`config.mk`:
```
export PLATFORM = sky130hd
export DESIGN_NAME = gate_direction_decoder
export DESIGN_NICKNAME = d
export VERILOG_FILES = /design/src/rtl/lioncage_pkg.sv /design/src/rtl/debounce_filter.sv /design/src/rtl/gate_direction_decoder.sv
export SDC_FILE = /design/constraint.sdc
export NUM_CORES = 1
export LEC_CHECK = 0
export CAP_MARGIN = 30
export CORE_ASPECT_RATIO = 1.2
export CORE_MARGIN = 2
export CORE_UTILIZATION = 47
export DETAILED_ROUTE_END_ITERATION = 6
export GPL_TIMING_DRIVEN = 0
export MAX_ROUTING_LAYER = met4
export PLACE_DENSITY = 0.63
export SETUP_SLACK_MARGIN = 0.2
export SYNTH_ARGS = -nofsm -noshare
export SYNTH_HDL_FRONTEND = slang
export SYNTH_SLANG_ARGS = --single-unit
```
`constraint.sdc`:
```
create_clock -name clk -period 2.28 [get_ports clk]
set_input_delay 0.684 -clock clk [delete_from_list [all_inputs] [get_ports clk]]
set_output_delay 0.684 -clock clk [all_outputs]
set_load 0.1 [all_outputs]
```
`src/rtl/lioncage_pkg.sv`:
```
// Shared types and constants for the lion-cage gate front end.
// - state_e : passage-tracking FSM states (3-bit)
// - event_e : which count pulse, if any, a transition produces
// - GC_*    : debounced gate codes, packed as {a, b}
package lioncage_pkg;

  typedef enum logic [2:0] {
    IDLE     = 3'd0,
    IN_A     = 3'd1,
    IN_AB    = 3'd2,
    IN_B     = 3'd3,
    OUT_B    = 3'd4,
    OUT_AB   = 3'd5,
    OUT_A    = 3'd6,
    WAIT_CLR = 3'd7
  } state_e;

  typedef enum logic [1:0] {
    EV_NONE  = 2'd0,
    EV_ENTER = 2'd1,
    EV_EXIT  = 2'd2,
    EV_ABORT = 2'd3
  } event_e;

  localparam logic [1:0] GC_CLR = 2'b00;
  localparam logic [1:0] GC_A   = 2'b10;
  localparam logic [1:0] GC_B   = 2'b01;
  localparam logic [1:0] GC_AB  = 2'b11;

endpackage

```
`src/rtl/debounce_filter.sv`:
```
// Two-flop synchroniser followed by a level debouncer for one light gate.
// A new synced level must persist for DB_CYCLES consecutive cycles before it
// appears on 'level'; shorter glitches are discarded.
// Ports:
//   clk   - clock
//   reset - synchronous, active-high
//   raw   - asynchronous gate input, 1 = beam broken
//   level - debounced gate level
module debounce_filter #(
  parameter int unsigned DB_CYCLES = 1000
) (
  input  logic clk,
  input  logic reset,
  input  logic raw,
  output logic level
);

  localparam int unsigned CntW = (DB_CYCLES > 1) ? $clog2(DB_CYCLES) : 1;
  localparam logic [CntW-1:0] CntMax = CntW'(DB_CYCLES - 1);

  logic            sync1_q;
  logic            sync2_q;
  logic            stable_q;
  logic [CntW-1:0] cnt_q;

  always_ff @(posedge clk) begin
    if (reset) begin
      sync1_q  <= 1'b0;
      sync2_q  <= 1'b0;
      stable_q <= 1'b0;
      cnt_q    <= '0;
    end else begin
      sync1_q <= raw;
      sync2_q <= sync1_q;
      if (sync2_q == stable_q) begin
        cnt_q <= '0;
      end else if (cnt_q == CntMax) begin
        // Mismatch has now held for DB_CYCLES cycles: accept the new level.
        stable_q <= sync2_q;
        cnt_q    <= '0;
      end else begin
        cnt_q <= cnt_q + 1'b1;
      end
    end
  end

  assign level = stable_q;

endmodule

```
`src/rtl/gate_direction_decoder.sv`:
```
// Direction decoder for the lion-cage gate pair (A outside, B inside).
// Debounces both gates, tracks a full passage and emits one-cycle
// enter/exit pulses; abandoned or illegal passages yield abort_pulse only.
// Ports:
//   clk, reset              - clock; synchronous active-high reset
//   gate_a_raw, gate_b_raw  - asynchronous gate inputs, 1 = beam broken
//   gate_a, gate_b          - debounced gate levels
//   enter_pulse             - completed A -> AB -> B -> clear passage
//   exit_pulse              - completed B -> AB -> A -> clear passage
//   abort_pulse             - passage abandoned, illegal or timed out
//   busy                    - FSM not in IDLE
module gate_direction_decoder
  import lioncage_pkg::*;
#(
  parameter int unsigned DB_CYCLES = 1000,
  parameter int unsigned TO_CYCLES = 2000000
) (
  input  logic clk,
  input  logic reset,
  input  logic gate_a_raw,
  input  logic gate_b_raw,
  output logic gate_a,
  output logic gate_b,
  output logic enter_pulse,
  output logic exit_pulse,
  output logic abort_pulse,
  output logic busy
);

  localparam int unsigned ToW = $clog2(TO_CYCLES);
  localparam logic [ToW-1:0] ToMax = ToW'(TO_CYCLES - 1);

  state_e         state_q, state_d;
  event_e         ev_d;
  logic [ToW-1:0] to_cnt_q, to_cnt_d;
  logic [1:0]     code;

  debounce_filter #(.DB_CYCLES(DB_CYCLES)) u_db_a (
    .clk   (clk),
    .reset (reset),
    .raw   (gate_a_raw),
    .level (gate_a)
  );

  debounce_filter #(.DB_CYCLES(DB_CYCLES)) u_db_b (
    .clk   (clk),
    .reset (reset),
    .raw   (gate_b_raw),
    .level (gate_b)
  );

  assign code = {gate_a, gate_b};

  always_comb begin
    state_d  = state_q;
    ev_d     = EV_NONE;
    to_cnt_d = '0;

    // Transition table; anything not listed as legal jumps to WAIT_CLR with abort.
    unique case (state_q)
      IDLE: begin
        case (code)
          GC_A:    state_d = IN_A;
          GC_B:    state_d = OUT_B;
          GC_AB:   begin state_d = WAIT_CLR; ev_d = EV_ABORT; end
          default: ;
        endcase
      end
      IN_A: begin
        case (code)
          GC_AB:   state_d = IN_AB;
          GC_CLR:  begin state_d = IDLE;     ev_d = EV_ABORT; end
          GC_B:    begin state_d = WAIT_CLR; ev_d = EV_ABORT; end
          default: ;
        endcase
      end
      IN_AB: begin
        case (code)
          GC_B:    state_d = IN_B;
          GC_A:    state_d = IN_A;
          GC_CLR:  begin state_d = WAIT_CLR; ev_d = EV_ABORT; end
          default: ;
        endcase
      end
      IN_B: begin
        case (code)
          GC_CLR:  begin state_d = IDLE; ev_d = EV_ENTER; end
          GC_AB:   state_d = IN_AB;
          GC_A:    begin state_d = WAIT_CLR; ev_d = EV_ABORT; end
          default: ;
        endcase
      end
      OUT_B: begin
        case (code)
          GC_AB:   state_d = OUT_AB;
          GC_CLR:  begin state_d = IDLE;     ev_d = EV_ABORT; end
          GC_A:    begin state_d = WAIT_CLR; ev_d = EV_ABORT; end
          default: ;
        endcase
      end
      OUT_AB: begin
        case (code)
          GC_A:    state_d = OUT_A;
          GC_B:    state_d = OUT_B;
          GC_CLR:  begin state_d = WAIT_CLR; ev_d = EV_ABORT; end
          default: ;
        endcase
      end
      OUT_A: begin
        case (code)
          GC_CLR:  begin state_d = IDLE; ev_d = EV_EXIT; end
          GC_AB:   state_d = OUT_AB;
          GC_B:    begin state_d = WAIT_CLR; ev_d = EV_ABORT; end
          default: ;
        endcase
      end
      WAIT_CLR: begin
        if (code == GC_CLR) state_d = IDLE;
      end
      default: begin
        state_d = WAIT_CLR;
      end
    endcase

    // The stall timer only runs while a passage is in progress and the state holds;
    // any transition wins over an expiring timer and clears it.
    if (state_q != IDLE && state_q != WAIT_CLR && state_d == state_q) begin
      if (to_cnt_q == ToMax) begin
        state_d = WAIT_CLR;
        ev_d    = EV_ABORT;
      end else begin
        to_cnt_d = to_cnt_q + 1'b1;
      end
    end
  end

  always_ff @(posedge clk) begin
    if (reset) begin
      state_q     <= IDLE;
      to_cnt_q    <= '0;
      enter_pulse <= 1'b0;
      exit_pulse  <= 1'b0;
      abort_pulse <= 1'b0;
      busy        <= 1'b0;
    end else begin
      state_q     <= state_d;
      to_cnt_q    <= to_cnt_d;
      enter_pulse <= (ev_d == EV_ENTER);
      exit_pulse  <= (ev_d == EV_EXIT);
      abort_pulse <= (ev_d == EV_ABORT);
      busy        <= (state_d != IDLE);
    end
  end

endmodule
```
# Word level (Yosys, flattened, before mapping)
# Index checks and enable logic that the tools add are counted.
# Widths: inputs -> output; s select.
# totals
regBits	54
latchBits	0
ram_bits	0
romBits	0
in_bits	4
output_inout_bits	6
elab_cells	74
n_memories	0
# classes
n_addsub	3
multipliers	0
div	0
magnitude_cmp	0
n_eq_ne	20
shifts	0
mux	20
bitwise	3
n_reduce_logical	14
# op_table
op	n
$pmux 3 s3	7
$pmux 3 s8	1
$add 21x1->21 const B	1
$eq 21x21->1 const B	1
$add 10x1->10 const B	2
$eq 10x10->1 const B	2
$eq 3x3->1 const B	4
$mux 2	6
$pmux 2 s6	1
$mux 3	3
$reduce_or 3->1	3
$eq 2x2->1 const B	4
$pmux 2 s2	2
$eq 3x2->1 const B	2
$reduce_bool 3->1	2
$reduce_or 2->1	3
$eq 2x1->1 const B	2
$reduce_and 2->1	2
$eq 3x1->1 const B	1
$eq 3x3->1	1
$logic_not 3->1	1
$ne 3x3->1 const B	1
$not 1->1	3
$eq 1x1->1	2
2 further kinds	3

# Longest topological paths before layout
# logic_depth
depth_word	7
depth_mapped	7
depth_no_buf	6

# Hierarchy
# A second synthesis with hierarchy kept.
# hier_totals
hier_cells	298
area_unflattened_um2	2533.7
# modules_own_cells
mod	n_inst	cells_per_inst	area_each_um2	seq_area_each_um2
gate_direction_decoder	1	180	1447.6	560.5
debounce_filter	2	59	543.0	260.2

# Least setup slack after synthesis
# Ideal clock, no wire load.
# synth_timing
kind	register to register
startpoint	reg u_db_b.stable_q (netlist: u_db_b.level)
endpoint	reg abort_pulse
setup_time_ns	0.071
arrival_ns	2.223
required_time_ns	2.209
path_slack_ns	-0.014
stages_incl_launch_ff	7
n_path_buf	2
period_less_slack_ns	2.294
path_cell_list	dfxtp_1 > buf_2 > clkbuf_1 > o21ai_0 > a211o_1 > a21bo_2 > a21oi_1
# synth_via
elab_chain_cells	7
elab_cells_between_ends	27
classes_between	5 x eq/ne; 18 x mux; 4 x reduce/logical
# synth_lines
item	line_no	source
start: declaration	debounce_filter.sv:23	logic stable_q;
start signal: assignment	debounce_filter.sv:39	stable_q <= sync2_q;
$eq 2x1->1, or another cell as far along	n/a	
$pmux 3 s3, or another cell as far along	gate_direction_decoder.sv:110	case (code)
$pmux 3 s8, or another cell as far along	gate_direction_decoder.sv:60	unique case (state_q)
$eq 3x3->1 / $pmux 2 s6 (equally long branches)	gate_direction_decoder.sv:127, gate_direction_decoder.sv:60	
$logic_and 1x1->1 / $mux 2 (equally long branches)	gate_direction_decoder.sv:127, gate_direction_decoder.sv:128	
$mux 2 *	gate_direction_decoder.sv:127	if (state_q != IDLE && state_q != WAIT_CLR && state_d == state_q) begin
$eq 2x2->1 *	gate_direction_decoder.sv:150	abort_pulse <= (ev_d == EV_ABORT);
end signal: assignment	gate_direction_decoder.sv:150	
end: declaration	gate_direction_decoder.sv:26	output logic abort_pulse,
# Every way passes the cells marked *; elsewhere a longest branch is shown, timed or not.
# A chain may end at the register's enable or synchronous reset.

# Worst setup path in the final report
# layout_timing
startpoint	reg abort_pulse
endpoint	out abort_pulse
# No word-level cell between the ends.

==> flow_summary.toml <==
[synthesis]
synth-edff-count = 0
synth_nets = 296
netlist_top_cells_area = "dfxtp_1 (43%), nor2_1 (8.0%), xor2_1 (7.7%), xnor2_1 (6.0%), nand3_1 (3.6%)"
yosysTopAreaCell = "dfxtp_1"
syn_area_per_cell_um2 = 8.646
synth_cell_types = 46
synth-async-reset-ratio_pct = 0
ys_ff_latch = 54
yosysSeqAreaShare_pct = 43.26
synthCells = 289
syn_area_mm2 = 0.002499
ys.flop_type = "dfxtp_1"
yosysWarnings = 0
yosysTopAreaCellShare_pct = 43.26

[critical_path]
cp_data_required_time_ns = 1.60
path_cells = "clkdlybuf4s15_2"
crit_fanout = 1
arrival_ns = 1.19
cp_top_family = "buffers and inverters"
crit_buf_inv = 1
slowest_delay_ns = 0.55
critPathCaptureType = "output pin"
cpMaxStageDelayCell = "clkdlybuf4s15_2"
path_class = "reg -> out"
startpoint_type = "flop"

[final_layout]
synthToLayoutAreaGrowth_pct = 10.72
final_common_cell = "nor2_1"
final-instance-count-excl-fill = 368
layout.nets = 312
final_cell_mix = "nor2_1 (53), dfxtp_1 (52), xor2_1 (22), nand3_1 (18), nand2_1 (18)"
antennaDiodeCount = 0
final_cell_area_mm2 = 0.002766
fillCellCount = 498
final_core_util_pct = 52.95
layout-drive-gt1-share_pct = 8.824

[min_path]
hold_class = "reg -> reg"

[sta]
period_minus_slack_ns = 1.872
skew_ns = 0.008995
relSlewSlack_pct = 55.78
timing.fmax_mhz = 534.3
setup_viol = 0
rsz0062_at_grt = "false"
final-max-slew-violation-count = 0
period_share_pct = 82.09
finalHoldViolations = 0
fin_tns_setup_ns = 0
worst_pin_slew_ns = 0.6572

[global_route]
gr-total-overflow = 0
grt_max_degree = 18
met2_usage_pct = 25.64
grt_antenna_before_repair = 0
grt_first_pass_wirelength_mm = 7.493
track_usage_pct = 15.67
grt_pass1_vias = 1732
use_met3_pct = 3.986
met1_usage_pct = 19.06
grt-busiest-layer = "met2"

[cts]
cts_buffers = 5
htreeDepth = 2
insertion_delay_ns = 0.30
cts_tree = "done"
clkSlewWorstSetupHoldPaths_ns = 0.10
cts.sinks = 54
cts_setup_buffers = 0
cts.path.max_buffers = 2
clockRootBuffer = "clkbuf_8"

[routing]
wl_per_cell_um = 11.37
remaining_drc_errors = 0
detail_route.iter0.violations = 105
drt_pre_antenna_iters = 5
routed_via_density = 5.250
vias = 1932
ant_nets = 0
wirelength_mm = 4.184

[placed_design]
hpwl_mm = 3.019
gp_congestion = 0.7925
dpl_cell_area_mm2 = 0.002669
dp_cells = 360
port_buffers = 9

[pwr]
p_leak_nw = 0.8926
peakVddDrop_mv = 0.3636
finalPower_mw = 1.496
power_density_mw_per_mm2 = 540.9

[outcome]
status = "finished, final reports clean"

[floorplanning]
die_h_um = 83.87
die_area_mm2 = 0.005918
placementRows = 29
core_area_mm2 = 0.005225
ios = 10
start_util_pct = 47.82
die_x_um = 70.56

[job]
maxCapViolCount = 0
[state kept, by name (all words and copies together) (netlist names), 3 cells and up]
signal and count:
to_cnt_q 21, state_q 3, u_db_a.cnt_q 10, u_db_b.cnt_q 10
[through the flow]
step	worst slack, ns	hold WS, ns
floorplan	0.3223	0.4132
global placement	0.1657	0.4171
detailed placement	0.1469	0.4286
CTS	0.3794	0.4457
global route	0.2083	0.4603
finish	0.4084	0.4443
[worst paths after layout]
check	start	end	slack, ns	cells past startpoint
min reg2reg	u_db_a.cnt_q[0]	u_db_a.cnt_q[0]	0.44	1
max reg2reg	to_cnt_q[2]	to_cnt_q[19]	0.41	5
min	u_db_a.cnt_q[0]	u_db_a.cnt_q[0]	0.44	1
max	abort_pulse	abort_pulse	0.41	1
[layer usage]
| metal | wire length (um) | share of wire, % |
|---|---|---|
| met4 | 29 | 0.69 |
| met2 | 2035 | 49 |
| met3 | 165 | 3.9 |
| met1 | 1953 | 47 |
| met5 | 0 | 0 |
[power by group]
part / switching [mW] / leakage [nW] / total (mW) / internal [mW]
sequential: 0.00186 / 0.437 / 0.949 / 0.947
combinational: 0.00915 / 0.412 / 0.0181 / 0.00897
clock: 0.313 / 0.0441 / 0.530 / 0.217
total: 0.324 / 0.893 / 1.50 / 1.17
[area by class of cell]
class,instances,area (um2),area share [%]
Buffer,12,72.57,2.623
Clock inverter,3,21.27,0.7689
Timing Repair Buffer,9,97.59,3.528
Tap cell,62,77.57,2.804
Clock buffer,5,68.82,2.488
Multi-Input combinational cell,216,1319,47.67
Sequential cell,54,1084,39.17
Inverter,7,26.28,0.9498
[logic make-up (layout without fill, tap and decap cells)]
group                    after synthesis  count (layout)  synth area share [%]
AO/OA/AOI/OAI                         30              30                 7.912
XOR/XNOR                              39              39                 13.67
adder cells (fa/ha/maj)                3               3                 1.502
buffers and inverters                 19              36                 3.956
flip-flops                            54              54                 43.27
multiplexers                           2               2                0.8513
AND/OR/NAND/NOR                      142             142                 28.84
[synthesized netlist by cell type, drive strengths merged (2+ instances only)]
master and count:
a211oi 2, xor2 22, nand2 18, buf 5
ha 3, clkbuf 7, nand3 18, a21oi 11
nor3 7, inv 7, and2 2, nor4bb 2
nand2b 5, and3 6, nor2 53, nor4b 2
o21ai 8, or3 2, nand3b 3, nand4 4
nor4 4, dfxtp 54, nor2b 10, xnor2 17
[repair_timing]
item	CTS	global route
hold buffers	0	0
gates resized for setup	18	0
endpoints found under the setup margin	6	0
Power figures use the tool's default switching activity.
